==> src/rtl/sd_drive_arbiter_if.sv <==
`default_nettype none
// ============================================================================
// Module   : sd_drive_arbiter_if
// Purpose  : Drive-side request bus plus sd_rw engine bus seen by the arbiter.
// Revision : 1.0 - initial release
// ============================================================================
interface sd_drive_arbiter_if #(
    parameter int NUM_DRIVES = 4,
    parameter int DRV_LBA_W  = 24
);
    logic [NUM_DRIVES-1:0]           drv_rd;
    logic [NUM_DRIVES-1:0]           drv_wr;
    logic [NUM_DRIVES*DRV_LBA_W-1:0] drv_lba;
    logic [NUM_DRIVES*8-1:0]         drv_dout;
    logic                            drv_busy;
    logic [NUM_DRIVES-1:0]           drv_done;
    logic [NUM_DRIVES-1:0]           drv_err;
    logic [NUM_DRIVES-1:0]           drv_data_en;
    logic [8:0]                      drv_addr;
    logic [7:0]                      drv_din;

    logic                            sd_rstart;
    logic                            sd_wstart;
    logic [31:0]                     sd_sector;
    logic                            sd_busy;
    logic                            sd_done;
    logic                            sd_outen;
    logic [8:0]                      sd_outaddr;
    logic [7:0]                      sd_outbyte;
    logic [7:0]                      sd_inbyte;

    // Arbiter view
    modport slave (
        input  drv_rd, drv_wr, drv_lba, drv_dout,
        input  sd_busy, sd_done, sd_outen, sd_outaddr, sd_outbyte,
        output drv_busy, drv_done, drv_err, drv_data_en, drv_addr, drv_din,
        output sd_rstart, sd_wstart, sd_sector, sd_inbyte
    );

    // Surrounding core / sd_rw view
    modport master (
        output drv_rd, drv_wr, drv_lba, drv_dout,
        output sd_busy, sd_done, sd_outen, sd_outaddr, sd_outbyte,
        input  drv_busy, drv_done, drv_err, drv_data_en, drv_addr, drv_din,
        input  sd_rstart, sd_wstart, sd_sector, sd_inbyte
    );
endinterface
`default_nettype wire

==> src/rtl/sd_drive_arbiter.sv <==
`default_nettype none
// ============================================================================
// Module   : sd_drive_arbiter
// Purpose  : Round-robin sharing of one sd_rw sector engine among NUM_DRIVES
//            virtual drives, each mapped to its own LBA region on the card.
//            Optional watchdog enabled by defining SD_TIMEOUT_EN.
// Revision : 1.0 - initial release
// ============================================================================
module sd_drive_arbiter #(
    parameter int          NUM_DRIVES   = 4,
    parameter int          DRV_LBA_W    = 24,
    parameter int          REGION_SHIFT = 21,
    parameter logic [31:0] BASE_LBA     = 32'd0,
    parameter logic [31:0] TIMEOUT_CYC  = 32'd1048576
) (
    input  wire logic         clk,
    input  wire logic         rstn,
    sd_drive_arbiter_if.slave bus
);

    localparam int c_IDX_W = (NUM_DRIVES > 1) ? $clog2(NUM_DRIVES) : 1;

    typedef enum logic [2:0] {
        S_IDLE  = 3'd0,
        S_ISSUE = 3'd1,
        S_WAIT  = 3'd2,
        S_XFER  = 3'd3,
        S_DONE  = 3'd4
    } state_t;

    state_t               r_state;
    state_t               w_state_nxt;
    logic [c_IDX_W-1:0]   r_grant;
    logic [c_IDX_W-1:0]   r_ptr;
    logic [c_IDX_W-1:0]   w_pick;
    int                   w_best;
    logic                 r_is_rd;
    logic                 r_err;
    logic [31:0]          r_sector;
    logic                 r_sd_rstart;
    logic                 r_sd_wstart;

    logic [NUM_DRIVES-1:0] w_req;
    logic                  w_any_req;
    logic [DRV_LBA_W-1:0]  w_lba  [NUM_DRIVES];
    logic [7:0]            w_dout [NUM_DRIVES];
    logic [31:0]           w_lba_ext;
    logic [31:0]           w_sector;
    logic                  w_ovf;
    logic                  w_pick_rd;
    logic                  w_timeout_err;
    logic [NUM_DRIVES-1:0] w_grant_oh;

    genvar gi;
    generate
        for (gi = 0; gi < NUM_DRIVES; gi++) begin : g_unpack
            assign w_lba[gi]  = bus.drv_lba[gi*DRV_LBA_W +: DRV_LBA_W];
            assign w_dout[gi] = bus.drv_dout[gi*8 +: 8];
        end
    endgenerate

    assign w_req     = bus.drv_rd | bus.drv_wr;
    assign w_any_req = |w_req;

    // Round-robin: the requester closest after r_ptr (cyclically) wins.
    always_comb begin
        w_pick = '0;
        w_best = NUM_DRIVES;
        for (int j = 0; j < NUM_DRIVES; j++) begin
            if (w_req[j] &&
                (((j - int'(r_ptr) - 1 + 2*NUM_DRIVES) % NUM_DRIVES) < w_best)) begin
                w_best = (j - int'(r_ptr) - 1 + 2*NUM_DRIVES) % NUM_DRIVES;
                w_pick = c_IDX_W'(j);
            end
        end
    end

    assign w_pick_rd = bus.drv_rd[w_pick];
    assign w_lba_ext = 32'(w_lba[w_pick]);
    assign w_ovf     = (w_lba_ext >> REGION_SHIFT) != 32'd0;
    assign w_sector  = BASE_LBA + (32'(w_pick) << REGION_SHIFT) + w_lba_ext;

`ifdef SD_TIMEOUT_EN
    logic [31:0] r_cnt;

    always_ff @(posedge clk) begin
        if (!rstn) begin
            r_cnt <= 32'd0;
        end else if (r_state == S_ISSUE) begin
            r_cnt <= 32'd0;
        end else if (r_state == S_WAIT || r_state == S_XFER) begin
            r_cnt <= r_cnt + 32'd1;
        end
    end

    // A completion arriving on the very last cycle still counts as success.
    assign w_timeout_err = ((r_state == S_WAIT) ||
                            (r_state == S_XFER && !bus.sd_done)) &&
                           (r_cnt == TIMEOUT_CYC - 32'd1);
`else
    assign w_timeout_err = 1'b0;
`endif

    always_ff @(posedge clk) begin
        if (!rstn) begin
            r_state     <= S_IDLE;
            r_grant     <= '0;
            r_ptr       <= '0;
            r_is_rd     <= 1'b0;
            r_err       <= 1'b0;
            r_sector    <= 32'd0;
            r_sd_rstart <= 1'b0;
            r_sd_wstart <= 1'b0;
        end else begin
            r_state     <= w_state_nxt;
            r_sd_rstart <= (r_state == S_ISSUE) &&  r_is_rd;
            r_sd_wstart <= (r_state == S_ISSUE) && !r_is_rd;
            if (r_state == S_IDLE && w_any_req) begin
                r_grant  <= w_pick;
                r_ptr    <= w_pick;
                r_is_rd  <= w_pick_rd;
                r_err    <= w_ovf;
                r_sector <= w_sector;
            end else if (w_timeout_err) begin
                r_err    <= 1'b1;
            end
        end
    end

    assign w_grant_oh = NUM_DRIVES'(1) << r_grant;

    always_comb begin
        w_state_nxt     = r_state;
        bus.drv_busy    = (r_state != S_IDLE);
        bus.drv_done    = '0;
        bus.drv_err     = '0;
        bus.drv_data_en = '0;
        bus.drv_addr    = bus.sd_outaddr;
        bus.drv_din     = bus.sd_outbyte;
        bus.sd_rstart   = r_sd_rstart;
        bus.sd_wstart   = r_sd_wstart;
        bus.sd_sector   = r_sector;
        bus.sd_inbyte   = w_dout[r_grant];

        unique case (r_state)
            S_IDLE: begin
                // Out-of-region requests complete with an error, no card access.
                if (w_any_req) begin
                    w_state_nxt = w_ovf ? S_DONE : S_ISSUE;
                end
            end
            S_ISSUE: begin
                w_state_nxt = S_WAIT;
            end
            S_WAIT: begin
                if (w_timeout_err) begin
                    w_state_nxt = S_DONE;
                end else if (bus.sd_busy) begin
                    w_state_nxt = S_XFER;
                end
            end
            S_XFER: begin
                if (bus.sd_outen) begin
                    bus.drv_data_en = w_grant_oh;
                end
                if (bus.sd_done || w_timeout_err) begin
                    w_state_nxt = S_DONE;
                end
            end
            S_DONE: begin
                bus.drv_done = w_grant_oh;
                bus.drv_err  = r_err ? w_grant_oh : '0;
                w_state_nxt  = S_IDLE;
            end
            default: begin
                w_state_nxt = S_IDLE;
            end
        endcase
    end

endmodule
`default_nettype wire
==> src/flat_wrapper.sv <==
// flat-port wrapper written by rule: the top's interface ports become plain ports
module sd_drive_arbiter_flat 
#(
    parameter int          NUM_DRIVES   = 4,
    parameter int          DRV_LBA_W    = 24,
    parameter int          REGION_SHIFT = 21,
    parameter logic [31:0] BASE_LBA     = 32'd0,
    parameter logic [31:0] TIMEOUT_CYC  = 32'd1048576
)
  (clk, rstn, bus_drv_rd, bus_drv_wr, bus_drv_lba, bus_drv_dout, bus_sd_busy, bus_sd_done, bus_sd_outen, bus_sd_outaddr, bus_sd_outbyte, bus_drv_busy, bus_drv_done, bus_drv_err, bus_drv_data_en, bus_drv_addr, bus_drv_din, bus_sd_rstart, bus_sd_wstart, bus_sd_sector, bus_sd_inbyte);
  sd_drive_arbiter_if #(.NUM_DRIVES(NUM_DRIVES), .DRV_LBA_W(DRV_LBA_W)) bus_i ();
  input  wire logic clk;
  input  wire logic rstn;
  input wire logic [$bits(bus_i.drv_rd)-1:0] bus_drv_rd;
  input wire logic [$bits(bus_i.drv_wr)-1:0] bus_drv_wr;
  input wire logic [$bits(bus_i.drv_lba)-1:0] bus_drv_lba;
  input wire logic [$bits(bus_i.drv_dout)-1:0] bus_drv_dout;
  input wire logic [$bits(bus_i.sd_busy)-1:0] bus_sd_busy;
  input wire logic [$bits(bus_i.sd_done)-1:0] bus_sd_done;
  input wire logic [$bits(bus_i.sd_outen)-1:0] bus_sd_outen;
  input wire logic [$bits(bus_i.sd_outaddr)-1:0] bus_sd_outaddr;
  input wire logic [$bits(bus_i.sd_outbyte)-1:0] bus_sd_outbyte;
  output wire logic [$bits(bus_i.drv_busy)-1:0] bus_drv_busy;
  output wire logic [$bits(bus_i.drv_done)-1:0] bus_drv_done;
  output wire logic [$bits(bus_i.drv_err)-1:0] bus_drv_err;
  output wire logic [$bits(bus_i.drv_data_en)-1:0] bus_drv_data_en;
  output wire logic [$bits(bus_i.drv_addr)-1:0] bus_drv_addr;
  output wire logic [$bits(bus_i.drv_din)-1:0] bus_drv_din;
  output wire logic [$bits(bus_i.sd_rstart)-1:0] bus_sd_rstart;
  output wire logic [$bits(bus_i.sd_wstart)-1:0] bus_sd_wstart;
  output wire logic [$bits(bus_i.sd_sector)-1:0] bus_sd_sector;
  output wire logic [$bits(bus_i.sd_inbyte)-1:0] bus_sd_inbyte;
  assign bus_i.drv_rd = bus_drv_rd;
  assign bus_i.drv_wr = bus_drv_wr;
  assign bus_i.drv_lba = bus_drv_lba;
  assign bus_i.drv_dout = bus_drv_dout;
  assign bus_i.sd_busy = bus_sd_busy;
  assign bus_i.sd_done = bus_sd_done;
  assign bus_i.sd_outen = bus_sd_outen;
  assign bus_i.sd_outaddr = bus_sd_outaddr;
  assign bus_i.sd_outbyte = bus_sd_outbyte;
  assign bus_drv_busy = bus_i.drv_busy;
  assign bus_drv_done = bus_i.drv_done;
  assign bus_drv_err = bus_i.drv_err;
  assign bus_drv_data_en = bus_i.drv_data_en;
  assign bus_drv_addr = bus_i.drv_addr;
  assign bus_drv_din = bus_i.drv_din;
  assign bus_sd_rstart = bus_i.sd_rstart;
  assign bus_sd_wstart = bus_i.sd_wstart;
  assign bus_sd_sector = bus_i.sd_sector;
  assign bus_sd_inbyte = bus_i.sd_inbyte;
  sd_drive_arbiter #(.NUM_DRIVES(NUM_DRIVES), .DRV_LBA_W(DRV_LBA_W), .REGION_SHIFT(REGION_SHIFT), .BASE_LBA(BASE_LBA), .TIMEOUT_CYC(TIMEOUT_CYC)) u_core (.clk(clk), .rstn(rstn), .bus(bus_i));
endmodule
==> config.mk <==
export PLATFORM = sky130hd
export DESIGN_NAME = sd_drive_arbiter_flat
export DESIGN_NICKNAME = d
export VERILOG_FILES = /design/src/rtl/sd_drive_arbiter_if.sv /design/src/rtl/sd_drive_arbiter.sv /design/src/flat_wrapper.sv
export SDC_FILE = /design/constraint.sdc
export NUM_CORES = 1
export LEC_CHECK = 0
export ABC_AREA = 1
export CAP_MARGIN = 0
export CORE_MARGIN = 3
export CORE_UTILIZATION = 34
export CTS_CLUSTER_DIAMETER = 120
export DETAILED_ROUTE_END_ITERATION = 10
export PLACE_DENSITY_LB_ADDON = 0.25
export SLEW_MARGIN = 5
export SYNTH_ARGS = -nofsm -noshare
export SYNTH_HDL_FRONTEND = slang
export SYNTH_SLANG_ARGS = --single-unit
export TNS_END_PERCENT = 50
==> constraint.sdc <==
create_clock -name clk -period 6.2 [get_ports clk]
set_input_delay 1.55 -clock clk [delete_from_list [all_inputs] [get_ports clk]]
set_output_delay 1.55 -clock clk [all_outputs]
set_load 0.01 [all_outputs]
==> results.md <==
* Largest net degree at the start of global routing at 51
* VDD IR max at 432 uV
* Combinational power share at between 80% and 90%
* FF+latch count, synth at 34
* Final period utilization at between 90 and 100%
* First-pass GRT wire length at between 15,000 and 20,000 um
* Mean post-synth cell area at 6.10 um2
* Setup TNS Final at 0 ns
* Clock transition at the registers of the reported paths at approximately 0.070 ns
* GRT Overall Usage at 20.6%
* Total global routing overflow at 0
* Vias in the first global route at ~3,500
* Via density at 4.99
* Hold Fails Final Rpt at 0
* Drt first pass iters at 4
* DR iter-0 viols at roughly 170
* Row cnt at 33
* DP Worst Slack at about 0.076 ns
* Area grow syn2layout at 64.9%
* Crit start category: input pin
* Antenna violations before repair at 0
* Die area at 9880 um2
* Most used cell along the critical path: nand2_1
* H-tree depth at 2
* DPL Wire Length at a little over 8000 um
* Final Worst Setup Slack at around 0.44 ns
* Clock latency on the worst-skew pair at around 0.28 ns
* I/O pins at 230
* Max-Slew Margin vs Limit at 31.6%
* Area of the multi-input gates at ~1800 um2
* Cell Pwr Density at approximately 600 nW/um2
* Sw Pwr at ~1600 uW
* Top cells by area, synth: dfxtp_1, o21ai_0, nor2_1
* Ys async rst share at 0%
* Fill cells at 787
* Most common cell after layout, fill and taps aside: clkdlybuf4s50_1
* Nets at roughly 800
* Sw Ratio at between 50% and 60%
* Cell taking the most area after synthesis: dfxtp_1
* Cell-internal power at between 1000 and 1500 uW
* CP max FO at 9
* Synth top area share at between 20% and 30%
* Slew Limit Fails at 0
* Number of synthesis warnings at 0
* Initial core utilization at roughly 36%
* Total Wirelength at between 10,000 and 15,000 um
* DRC at 0
* Synth unique cells at 37
* Antenna-violating nets left at 0
* Synth Cell Area at between 2000 and 3000 um2
* # diodes at 0
* Final Core Density at approximately three fifths
* Die Height at 99.4 um
* CTS Buf Count at 5
* Clk sinks at 34
* Die W at 99.4 um
* I/O Buffers at about 190
* Max Freq at 0.173 GHz
* HP Class: reg2reg
* Tmin final at between 5 and 6 ns
* Leak Pwr at 0.00208 uW
* Layout cell share with drive strength beyond 1 at a little over 6%
* Clock network fraction of total power at ~5.9%
* CTS Buffer Depth at 2
* Cells after Synth at around 490
* Critical Path RT at about 6.4 ns
* Slew @ Worst Pin at 1.02 ns
* Post-CTS Repair Setup Buffers at 0
* Sequential cell area fraction in the yosys report at between 20% and 30%
* Pwr Total at 2950 uW
* RSZ-0062 raised after global routing: false
* Flop pwr share at 12.3%
* Cell area after layout at 4890 um2
* Critical path class: in2reg
* FF+latch area at between 600 and 700 um2
* Routed len/inst at between 10 and 15 um
* Main synth FF type: dfxtp_1
* Final setup fails at 0
* Routed vias at ~3,800
* Crit path max-delay cell type: clkdlybuf4s50_1
* Most frequent cells in the layout: clkdlybuf4s50_1, o21ai_0, nor2_1, nand2_1, inv_1
* Root Buffer: clkbuf_8
* CTS tree: done
* GPL Wtd Cong at ~0.85
* Core area at between 8000 and 9000 um2
* CP arrival at 5.94 ns
* CP Capture Type: register
* EDFF count, synth at 0
* Clock skew at around 0.0042 ns
* CP peak stage delay at ~0.39 ns
* Status: finished clean
* Placed instance area at about 4800 um2
* Max-capacitance violation count at 0
[stage by stage]
step	hold slack [ns]	instances
2_1_floorplan	0.391	492
3_3_place_gp	0.437	744
3_5_place_dp	0.431	744
4_1_cts	0.444	752
5_1_grt	0.468	752
6_report	0.439	752
[flip-flops by register name, summed over array words and instances, names as in the netlist]
name and count:
u_core.bus.sd_rstart 1, u_core.r_is_rd 1, u_core.r_grant 2, u_core.bus.sd_wstart 1
u_core.r_err 1, u_core.r_state 3, u_core.bus.sd_sector 25
[cell families after synthesis]
| group | after synthesis | share of synthesized area, % |
|---|---|---|
| adder cells (fa/ha/maj) | 16 | 7.00 |
| AND/OR/NAND/NOR | 179 | 25.7 |
| AO/OA/AOI/OAI | 154 | 27.3 |
| buffers and inverters | 99 | 16.2 |
| other | 2 | 0.253 |
| XOR/XNOR | 2 | 0.591 |
| flip-flops | 34 | 23.0 |
[Yosys cell counts, types with 2 or more instances]
cell type	n
o21ai_1	8
nand2_4	2
nor2_1	90
inv_2	6
nand2_1	53
inv_1	43
nand3_1	8
nor3_1	14
conb_1	2
buf_2	5
ha_1	15
o21ai_0	102
clkbuf_1	17
a21oi_1	28
buf_4	24
o221ai_1	4
dfxtp_1	34
nand2_2	5
o22ai_1	8
[layer usage]
layer	share of wire (%)	up-vias	wire length (um)	track usage, %
met5	0	-	0	0
met4	1.1	0	116	3.89
met3	7.8	14	825	5.33
met2	48	156	5150	34.6
met1	43	1700	4530	26.9
li1	-	1884	-	-
[final timing paths]
check	depth (start not counted)	slack, ns	to	from
setup reg to reg	41	0.93	u_core.bus.sd_sector[23]	u_core.r_grant[1]
hold reg to reg	1	0.44	u_core.bus.sd_wstart	u_core.r_is_rd
hold / removal	1	0.44	u_core.bus.sd_wstart	u_core.r_is_rd
setup / recovery	41	0.44	u_core.bus.sd_sector[23]	bus_drv_rd[0]
[critical path: cells and delay by family]
family          cells  cell delay (ns)
compound gates      3             0.27
xor+xnor            1             0.14
buf+inv             9             0.87
fa+ha+maj           5             1.36
simple gates       23             1.71
[power by group through the flow]
stage	Combinational [uW]	Clock, uW	Sequential [uW]
floorplan	1640	0	384
global placement	2320	0	361
detailed placement	2390	0	361
CTS	2410	179	358
global route	2730	189	371
finish	2410	175	361
[repair_timing]
item | 4_1_cts | 5_1_grt
endpoints found under the setup margin | 0 | 7
gates resized for setup | 0 | 5
hold buffers | 0 | 0
[area by class of cell]
type	count	area share, %
clock buffers	6	1.69
clock inverters	2	0.256
inverters	51	4.04
multi-input cells	359	37.8
flip-flops and latches	34	13.9
well taps	105	2.69
repair buffers	195	39.6
Power figures use the tool's default switching activity.
